<file path="src/rtl/mag_track_pkg.sv">
// Shared definitions for the magnitude tracker: FSM state encoding and sample width.
package mag_track_pkg;

  localparam int SAMPLE_W = 4;

  typedef enum logic [1:0] {
    IDLE   = 2'd0,
    RUN    = 2'd1,
    REPORT = 2'd2
  } state_t;

endpackage

</file>
<file path="src/rtl/mag_track_cmp4.sv">
// Combinational unsigned magnitude comparator: a against b.
module mag_cmp4
  import mag_track_pkg::*;
(
  input  logic [SAMPLE_W-1:0] a,
  input  logic [SAMPLE_W-1:0] b,
  output logic                gt,
  output logic                lt,
  output logic                eq
);

  // Exactly one of the three flags is high for any pair of operands.
  always_comb begin
    gt = (a > b);
    lt = (a < b);
    eq = (a == b);
  end

endmodule

</file>
<file path="src/rtl/magnitude_tracker.sv">
// Frame magnitude tracker: per frame of 4-bit unsigned samples, reports max, min
// and counts of rising/falling/flat steps between consecutive samples.
// Optional build macro MAG_TRACK_SAT_EN: counters saturate at all-ones instead of wrapping.
module magnitude_tracker
  import mag_track_pkg::*;
#(
  parameter int CNT_W = 8
) (
  input  logic                clk,
  input  logic                rst_n,
  input  logic                in_valid,
  output logic                in_ready,
  input  logic [SAMPLE_W-1:0] in_data,
  input  logic                in_last,
  output logic                out_valid,
  input  logic                out_ready,
  output logic [SAMPLE_W-1:0] out_max,
  output logic [SAMPLE_W-1:0] out_min,
  output logic [CNT_W-1:0]    out_gt_cnt,
  output logic [CNT_W-1:0]    out_lt_cnt,
  output logic [CNT_W-1:0]    out_eq_cnt
);

  state_t              state;
  logic [SAMPLE_W-1:0] prev;
  logic [SAMPLE_W-1:0] max_val;
  logic [SAMPLE_W-1:0] min_val;
  logic [CNT_W-1:0]    gt_cnt;
  logic [CNT_W-1:0]    lt_cnt;
  logic [CNT_W-1:0]    eq_cnt;

  logic accept;
  logic prev_gt, prev_lt, prev_eq;
  logic max_gt, max_lt, max_eq;
  logic min_gt, min_lt, min_eq;
  logic cmp_unused;

  // Step counter increment; wraps by default, sticks at all-ones when saturation is built in.
  function automatic logic [CNT_W-1:0] bump(input logic [CNT_W-1:0] c);
`ifdef MAG_TRACK_SAT_EN
    bump = (&c) ? c : c + CNT_W'(1);
`else
    bump = c + CNT_W'(1);
`endif
  endfunction

  // Step direction relative to the previous sample of the frame.
  mag_cmp4 u_cmp_prev (
    .a  (in_data),
    .b  (prev),
    .gt (prev_gt),
    .lt (prev_lt),
    .eq (prev_eq)
  );

  // Extremes update: the bound comparison is a pair, one side against max, one against min.
  mag_cmp4 u_cmp_max (
    .a  (in_data),
    .b  (max_val),
    .gt (max_gt),
    .lt (max_lt),
    .eq (max_eq)
  );

  mag_cmp4 u_cmp_min (
    .a  (in_data),
    .b  (min_val),
    .gt (min_gt),
    .lt (min_lt),
    .eq (min_eq)
  );

  // Only the relevant side of each bound comparison is used.
  assign cmp_unused = ^{max_lt, max_eq, min_gt, min_eq};

  // Handshake: input open while no summary is pending; summary visible only in REPORT.
  always_comb begin
    in_ready  = (state != REPORT);
    out_valid = (state == REPORT);
    accept    = in_valid && in_ready;
  end

  // Summary fields come straight from the tracking registers.
  always_comb begin
    out_max    = max_val;
    out_min    = min_val;
    out_gt_cnt = gt_cnt;
    out_lt_cnt = lt_cnt;
    out_eq_cnt = eq_cnt;
  end

  // Frame FSM and tracking state; reset discards any open or reported frame.
  always_ff @(posedge clk) begin
    if (!rst_n) begin
      state   <= IDLE;
      prev    <= '0;
      max_val <= '0;
      min_val <= '0;
      gt_cnt  <= '0;
      lt_cnt  <= '0;
      eq_cnt  <= '0;
    end else begin
      case (state)
        IDLE: begin
          if (accept) begin
            prev    <= in_data;
            max_val <= in_data;
            min_val <= in_data;
            gt_cnt  <= '0;
            lt_cnt  <= '0;
            eq_cnt  <= '0;
            state   <= in_last ? REPORT : RUN;
          end
        end
        RUN: begin
          if (accept) begin
            if (prev_gt) gt_cnt <= bump(gt_cnt);
            if (prev_lt) lt_cnt <= bump(lt_cnt);
            if (prev_eq) eq_cnt <= bump(eq_cnt);
            if (max_gt)  max_val <= in_data;
            if (min_lt)  min_val <= in_data;
            prev  <= in_data;
            state <= in_last ? REPORT : RUN;
          end
        end
        REPORT: begin
          if (out_ready) state <= IDLE;
        end
        default: state <= IDLE;
      endcase
    end
  end

endmodule

</file>
<file path="config.mk">
export PLATFORM = sky130hd
export DESIGN_NAME = magnitude_tracker
export DESIGN_NICKNAME = d
export VERILOG_FILES = /design/src/rtl/mag_track_pkg.sv /design/src/rtl/mag_track_cmp4.sv /design/src/rtl/magnitude_tracker.sv
export SDC_FILE = /design/constraint.sdc
export NUM_CORES = 1
export LEC_CHECK = 0
export CAP_MARGIN = 10
export CORE_UTILIZATION = 30
export CTS_CLUSTER_SIZE = 28
export DETAILED_ROUTE_END_ITERATION = 12
export REMOVE_ABC_BUFFERS = 1
export SYNTH_ARGS = -nofsm -noshare
export SYNTH_HDL_FRONTEND = slang
export SYNTH_HIERARCHICAL = 1
export SYNTH_SLANG_ARGS = --single-unit
</file>
<file path="constraint.sdc">
create_clock -name clk -period 3.8 [get_ports clk]
set_clock_uncertainty 0.2 [all_clocks]
set_input_delay 1.14 -clock clk [delete_from_list [all_inputs] [get_ports clk]]
set_output_delay 1.14 -clock clk [all_outputs]
set_load 0.05 [all_outputs]
</file>
# ---- Word level (Yosys, flattened, before mapping)
# Index checks and enable logic that the tools add are counted.
# Widths: inputs -> output; s select.
dict set report op_classes {
  addsub 3
  order_cmp 4
  eq_ne 13
  n_mux 21
  reduce_logical 11
}
# op count
set ops {}
lappend ops {{$mux 8} 7}
lappend ops {{$pmux 8 s2} 3}
lappend ops {{$add 8x1->8 const B} 3}
lappend ops {{$mux 4} 5}
lappend ops {{$reduce_and 4->1} 5}
lappend ops {{$ne 2x2->1 const B} 8}
lappend ops {{$pmux 4 s2} 2}
lappend ops {{$gt 4x4->1} 2}
lappend ops {{$lt 4x4->1} 2}
lappend ops {{$mux 2} 3}
lappend ops {{$eq 4x4->1} 1}
lappend ops {{$ne 2x1->1 const B} 2}
lappend ops {{$pmux 2 s2} 1}
lappend ops {{$reduce_and 2->1} 2}
lappend ops {{$eq 2x1->1 const B} 1}
lappend ops {{$eq 2x2->1 const B} 1}
lappend ops {{$logic_not 2->1} 1}
lappend ops {{$reduce_bool 2->1} 1}
lappend ops {{$reduce_or 2->1} 1}
lappend ops {{$logic_and 1x1->1} 1}
dict set report word_totals {
  ff_bits 38
  inputBits 9
  output_inout_bits 34
  elab_cells 59
}

# ---- Depth between registers and ports, before layout
# Gate-level depths: netlist of the first run.
dict set report logic_depth {
  depth_word 4
  depth_mapped 10
  ltp_nobuf 9
}

# ---- Cells and area by module
# The synthesis of the first run kept the hierarchy.
# mod instances cells_each area_each_um2 seq_area_each_um2
set by_module_without_submodules {}
lappend by_module_without_submodules {magnitude_tracker 1 191 1690.4 760.7}
lappend by_module_without_submodules {mag_cmp4 3 16 128.9 0.0}

# ---- Least setup slack after synthesis of the first run
# OpenSTA, ideal clock, no wires.
dict set report synth_path {
  path_type {input-to-reg}
  from {input port in_data[3]}
  to {register eq_cnt[7] (netlist: out_eq_cnt[7])}
  setup_ns 0.072
  arrival_time_ns 2.804
  required_ns 3.528
  path_slack_ns 0.724
  cell_stages 8
  n_path_buf 1
  path_cell_list {ha_1 > nand2_1 > nor2_1 > nor2b_1 > buf_2 > or3_1 > or4_1 > a21oi_1}
}
dict set report synth_between {
  elab_chain_len 3
}
# element line
set synth_lines {}
lappend synth_lines {{start, declared} magnitude_tracker.sv:13} ;# input logic [SAMPLE_W-1:0] in_data,
lappend synth_lines {{$eq 4x4->1} mag_track_cmp4.sv:16} ;# eq = (a == b);
lappend synth_lines {{via prev_eq} magnitude_tracker.sv:33} ;# logic prev_gt, prev_lt, prev_eq;
lappend synth_lines {{$ne 2x2->1 (no source line)} -}
lappend synth_lines {{$reduce_and 4->1 (no source line)} -}
lappend synth_lines {{end signal, assigned} magnitude_tracker.sv:119} ;# if (prev_eq) eq_cnt <= bump(eq_cnt);
lappend synth_lines {{end, declared} magnitude_tracker.sv:30} ;# logic [CNT_W-1:0] eq_cnt;
# The timed path passes the listed nets, and every way through them passes these cells.
# A chain may end at the register's enable or synchronous reset.

# ---- Worst setup path after layout of the first run
dict set report layout_path {
  from {input port in_data[3]}
  to {register lt_cnt[7] (netlist: out_lt_cnt[7])}
}
dict set report layout_between {
  elab_chain_len 3
}
# element line
set layout_lines {}
lappend layout_lines {{$lt 4x4->1} mag_track_cmp4.sv:15} ;# lt = (a < b);
lappend layout_lines {{via prev_lt} magnitude_tracker.sv:33}
lappend layout_lines {{$ne 2x2->1 (no source line)} -}
lappend layout_lines {{$reduce_and 4->1 (no source line)} -}
lappend layout_lines {{end signal, assigned} magnitude_tracker.sv:118} ;# if (prev_lt) lt_cnt <= bump(lt_cnt);
lappend layout_lines {{end, declared} magnitude_tracker.sv:29} ;# logic [CNT_W-1:0] lt_cnt;
# The timed path passes the listed nets, and every way through them passes these cells.

==> metrics.md, run 1 <==
| Metric | Value |
|---|---|
| Max Fanout on Critical Path | 4 |
| GRT Total Usage | 13.50% |
| Final count of hold timing violations | 0 |
| Pre-antenna DRT Iters | 6 |
| Kind of start point of the critical path | primary input |
| Residual DRC count | 0 |
| Yosys warns | 6 |
| Maximum operating frequency | 299.4 MHz |
| Final-report setup violation count | 0 |
| Status | finished, final reports clean |
| Final Instance Count excl. Fillers | 362 |
| Detailed Place HPWL | 3408 um |
| Worst path setup slack after routing | 459.5 ps |
| Die footprint | 7183 um^2 |
| Number of cells upsized or downsized after cts | 0 |
| Worst hold-check path type | flip-flop to flip-flop |
| Average instance area after synthesis | 8.742 um^2 |
| Worst voltage drop across the vdd grid | 221.9 uV |
| Final nets | 310 |
| Instance count of the mapped netlist | 235 |
| Y dimension of the die | 84.76 um |
| Number of buffers added by the clock tree synthesis step | 5 |
| Setup repair after global routing missed its margin | false |
| Endpoint class of the critical path | flip-flop |
| Setup slack at placement | between 150 and 200 ps |
| Pin count of the biggest net entering global routing | 26 |
| Initial cell density of the core | 31.63% |
| Horiz. Die Dim | 84.76 um |
| CTS Buffer Depth | 2 |
| Relative slew margins | 64.80% |
| Data arrival, critical path | approximately 3400 ps |
| DR WL/cell | 12.67 um |
| Number of placed instances, taps included | 356 |
| Post-layout minimum cycle time | around 3300 ps |
| Vias in the first global route | approximately 1,600 |
| Pleak | 0.9862 nW |
| I/O pins | 43 |
| Post-route worst hold slack | 263.8 ps |
| Slew of the pin with the lowest slew margin | ~520 ps |
| Required arrival time at the worst endpoint | 3820 ps |
| Number of post-CTS setup repair buffers | 0 |
| Number of violations reported at the end of detailed-routing iteration 0 | 33 |
| Syn Std Cell Area | 2054 um^2 |
| Proportion of layout cells with a drive suffix above 1 | 9.474% |
| Via total after detailed routing | 1,745 |
| Busiest metal layer after global routing | met2 |
| Total negative slack for setup checks | 0 ps |
| First-pass GRT wire length | 7665 um |
| Ant. Diodes | 0 |
| Port Buf Inserts | 42 |
| Initial antenna violation count | 0 |
| Slew Viols, Final | 0 |
| Total of hold buffers inserted after clock tree synthesis | 0 |
| Via density per instance | ~4.8 |
| Met3 capacity usage during global routing | 3.835% |
| Met1 global-route usage | 18.13% |
| ANT nets after route | 0 |
| Clock Sink Count | 38 |
| Residual overflow from global routing | 0 |
| Number of placement rows | 29 |
| Path type of the worst setup path | primary input to flip-flop |
| Power per Cell Area | 323.3 nW/um^2 |
| Clk pin slew, worst setup/hold paths | 70 ps |
| Final Wtd Congestion | 0.7374 |
| Number of violations of the max-capacitance limit | 0 |
| CTS root buffer | sky130_fd_sc_hd__clkbuf_8 |
| Area growth from synthesis to layout | 30.94% |
| CTS tree | built |
| Total Wirelength | between 4000 and 5000 um |
| Final worst-path cycle share | just under 90% |
| Later-pin clock latency in the skew report | 280 ps |
| Core ar. | ~6500 um^2 |
| Number of H-tree levels | 2 |
| Met2 Usage GRT | 20.84% |
| Overall power of the completed layout | 0.8698 mW |
==> worst paths after layout <==
check	cells after the start	startpoint	slack, ps	end
worst max register to register	8	prev[3]	1410	out_lt_cnt[7]
worst max-delay path	8	in_data[3]	460	out_lt_cnt[7]
worst min register to register	2	prev[2]	260	prev[2]
worst min-delay path	2	prev[2]	260	prev[2]
==> stage by stage <==
stage          cell area [um^2]  utilization, %
2_1_floorplan              2008               -
3_3_place_gp               2608           40.15
3_5_place_dp               2608           40.15
4_1_cts                    2690           41.42
5_1_grt                    2690           41.42
6_report                   2690           41.42
==> registers in the layout, indices dropped and copies added, names as in the netlist <==
| register | cells |
|---|---|
| out_gt_cnt | 8 |
| out_lt_cnt | 8 |
| prev | 4 |
| out_eq_cnt | 8 |
| out_min | 4 |
| out_max | 4 |
| state | 2 |
==> power by group <==
part / leakage (nW) / switching, mW / total, mW / internal (mW)
logic: 0.634 / 0.100 / 0.177 / 0.0768
registers: 0.309 / 0.0104 / 0.420 / 0.410
clock network: 0.0431 / 0.133 / 0.273 / 0.140
total: 0.986 / 0.243 / 0.870 / 0.626
==> cell type report <==
class	count	area, um^2
fill	684	3805
multi-input combinational	174	1195
sequential	38	760.7
timing repair buffer	53	503.0
tap	77	96.34
clock buffer	6	82.58
inverter	14	52.55
==> cells in the final DEF (no fill, tap or decap), types with 2 or more instances in the layout <==
master / n
sky130_fd_sc_hd__a21oi_2: 2
sky130_fd_sc_hd__o21ai_0: 4
sky130_fd_sc_hd__nand2b_1: 2
sky130_fd_sc_hd__nand3_1: 12
sky130_fd_sc_hd__a21boi_0: 9
sky130_fd_sc_hd__nor3b_1: 2
sky130_fd_sc_hd__dfxtp_1: 38
sky130_fd_sc_hd__buf_4: 11
sky130_fd_sc_hd__clkdlybuf4s50_1: 42
sky130_fd_sc_hd__nor2_1: 24
sky130_fd_sc_hd__ha_1: 15
sky130_fd_sc_hd__o21ai_1: 2
sky130_fd_sc_hd__nor2b_1: 13
sky130_fd_sc_hd__nand2_1: 24
sky130_fd_sc_hd__and2_1: 3
sky130_fd_sc_hd__nor3_1: 7
sky130_fd_sc_hd__inv_1: 14
sky130_fd_sc_hd__o21bai_4: 3
sky130_fd_sc_hd__nor4_1: 6
sky130_fd_sc_hd__a21oi_1: 7
sky130_fd_sc_hd__o31ai_1: 2
sky130_fd_sc_hd__nor2b_4: 3
sky130_fd_sc_hd__xnor2_1: 14
sky130_fd_sc_hd__clkbuf_8: 6
sky130_fd_sc_hd__or4_1: 2
sky130_fd_sc_hd__mux2i_1: 8
==> worst max-delay path: stages <==
cell and delay (ps):
sky130_fd_sc_hd__clkdlybuf4s50_1 440, sky130_fd_sc_hd__ha_1 320, sky130_fd_sc_hd__a21oi_1 220, sky130_fd_sc_hd__and2_1 170, sky130_fd_sc_hd__nand2b_1 140, sky130_fd_sc_hd__nand2_1 120
sky130_fd_sc_hd__or4b_2 650, sky130_fd_sc_hd__a21oi_1 150
==> layer usage <==
| metal | vias up | wire, um |
|---|---|---|
| met5 | - | 0 |
| met1 | 787 | 2300 |
| met2 | 48 | 1997 |
| li1 | 903 | - |
| met4 | 0 | 52 |
| met3 | 7 | 236 |
Power figures use the tool's default switching activity.
==> run 2: changes to the inputs <==
==> constraint.sdc (replaced) <==
create_clock -name clk -period 3.8 [get_ports clk]
set_clock_uncertainty 0.2 [all_clocks]
set_input_delay 0.38 -clock clk [delete_from_list [all_inputs] [get_ports clk]]
set_output_delay 0.38 -clock clk [all_outputs]
set_load 0.05 [all_outputs]
==> run 2 against run 1 <==
- flip-flop and latch count stayed put
- the run now ends with design-rule violations left
- critical endpoint is now out_eq_cnt[7]
- design area shrank 1.9%
- sequential power about the same
- combinational power is 5% lower
- clock power up 7%
- worst hold slack gained 0.69 ps
- non-clock buffer count is 8 lower
- fmax increased by 24%
- largest cell class unchanged
==> metrics.md, run 2 (synthesized netlist as in run 1, its figures left out) <==
| Metric | Value |
|---|---|
| CTS root buffer | sky130_fd_sc_hd__clkbuf_8 |
| Pleak | 0.9522 nW |
| Area growth from synthesis to layout | 28.44% |
| Final nets | ~300 |
| Slew of the pin with the lowest slew margin | 583.1 ps |
| Ant. Diodes | 0 |
| Final count of hold timing violations | 0 |
| Worst voltage drop across the vdd grid | approximately 180 uV |
| DR WL/cell | approximately 12 um |
| Number of violations reported at the end of detailed-routing iteration 0 | 60 |
| Initial antenna violation count | 0 |
| Later-pin clock latency in the skew report | 280 ps |
| Kind of start point of the critical path | primary input |
| Y dimension of the die | 84.76 um |
| Number of post-CTS setup repair buffers | 0 |
| Post-route design area | 2639 um^2 |
| Detailed Place HPWL | 3116 um |
| Number of H-tree levels | 2 |
| Required arrival time at the worst endpoint | 3820 ps |
| Pin count of the biggest net entering global routing | 27 |
| Endpoint class of the critical path | flip-flop |
| Path type of the worst setup path | primary input to flip-flop |
| Proportion of layout cells with a drive suffix above 1 | 7.168% |
| Die footprint | ~7200 um^2 |
| Relative slew margins | 61.05% |
| Register Area | 760.7 um^2 |
| Multi-input gate area in the final layout | 1195 um^2 |
| Overall power of the completed layout | 0.8788 mW |
| Final Instance Count excl. Fillers | approximately 360 |
| Area after DPL | ~2500 um^2 |
| Final worst-path cycle share | 71.08% |
| Post-route worst hold slack | about 260 ps |
| Clk pin slew, worst setup/hold paths | around 80 ps |
| Leading cell type in the layout, fill and taps excluded | sky130_fd_sc_hd__clkdlybuf4s50_1 |
| Total of hold buffers inserted after clock tree synthesis | 0 |
| CTS Buffer Depth | 2 |
| Number of placement rows | 29 |
| Power per Cell Area | 333.0 nW/um^2 |
| Clock Sink Count | 38 |
| Via density per instance | 4.803 |
| First-pass GRT wire length | 7155 um |
| GRT Total Usage | 12.41% |
| Data arrival, critical path | around 2700 ps |
| I/O pins | 43 |
| Vias in the first global route | 1,582 |
| Pre-antenna DRT Iters | 8 |
| Worst Reg-to-Reg Cells | 9 |
| Initial cell density of the core | 31.63% |
| Status | finished, violations left |
| Residual overflow from global routing | 0 |
| Worst hold-check path type | flip-flop to flip-flop |
| Number of buffers added by the clock tree synthesis step | 5 |
| Maximum operating frequency | 370.2 MHz |
| Horiz. Die Dim | 84.76 um |
| Final-report setup violation count | 0 |
| Number of cells traversed by the worst hold path | 2 |
| ANT nets after route | 0 |
| Setup repair after global routing missed its margin | false |
| CTS tree | built |
| Core ar. | 6495 um^2 |
| Total Wirelength | 4227 um |
| Max Fanout on Critical Path | 10 |
| Number of violations of the max-capacitance limit | 0 |
| Port Buf Inserts | 42 |
| Post-layout minimum cycle time | 2701 ps |
| Slew Viols, Final | 0 |
| Number of cells upsized or downsized after cts | 0 |
| Final Wtd Congestion | 0.7358 |
| Filler cells | 677 |
| Most frequent cells in the layout | 42 x sky130_fd_sc_hd__clkdlybuf4s50_1, 38 x sky130_fd_sc_hd__dfxtp_1, 24 x sky130_fd_sc_hd__nand2_1, 24 x sky130_fd_sc_hd__nor2_1, 15 x sky130_fd_sc_hd__ha_1 |
| Total negative slack for setup checks | 0 ps |
| Residual DRC count | 3 |
| Via total after detailed routing | 1,710 |
| Number of placed instances, taps included | 348 |
| Failing checks | design-rule violations |
## run 2: path summary, 6_finish.rpt
path                    from       endpoint  slack (ps)
setup / recovery  in_data[3]  out_eq_cnt[7]        1100
hold / removal       prev[2]        prev[2]         260
setup reg to reg     prev[1]  out_lt_cnt[7]        1410
hold reg to reg      prev[2]        prev[2]         260
## run 2: final cells by class
| type | instances | area share (%) |
|---|---|---|
| Multi-Input combinational cell | 174 | 45.28 |
| Sequential cell | 38 | 28.83 |
| Timing Repair Buffer | 45 | 16.79 |
| Tap cell | 77 | 3.651 |
| Clock buffer | 7 | 3.272 |
| Inverter | 14 | 1.991 |
| Clock inverter | 1 | 0.1897 |
## run 2: metal layers
metal	vias to the layer above	track usage (%)	wire, um
li1	880	-	-
met3	5	3.736	241
met2	42	20.55	1836
met4	0	3.236	34
met5	-	0	0
met1	783	15.74	2115
## run 2: where the power goes
part / internal, mW / switching, mW
combinational: 0.0706 / 0.0971
sequential: 0.409 / 0.0107
clock: 0.147 / 0.145
total: 0.626 / 0.252
## run 2: critical path, stage by stage
cell and delay (ps):
sky130_fd_sc_hd__clkdlybuf4s50_1 520, sky130_fd_sc_hd__ha_1 360, sky130_fd_sc_hd__nand2_1 70, sky130_fd_sc_hd__nor2_1 190, sky130_fd_sc_hd__nor2b_1 180, sky130_fd_sc_hd__or3_1 390, sky130_fd_sc_hd__or4_1 500, sky130_fd_sc_hd__a21oi_1 140
## run 2: through the flow
stage	util, %	setup slack, ps
6_report	40.63	1099
5_1_grt	40.63	907.4
4_1_cts	40.63	1077
3_5_place_dp	39.22	776.2
3_3_place_gp	39.22	810.0
2_1_floorplan	-	1484
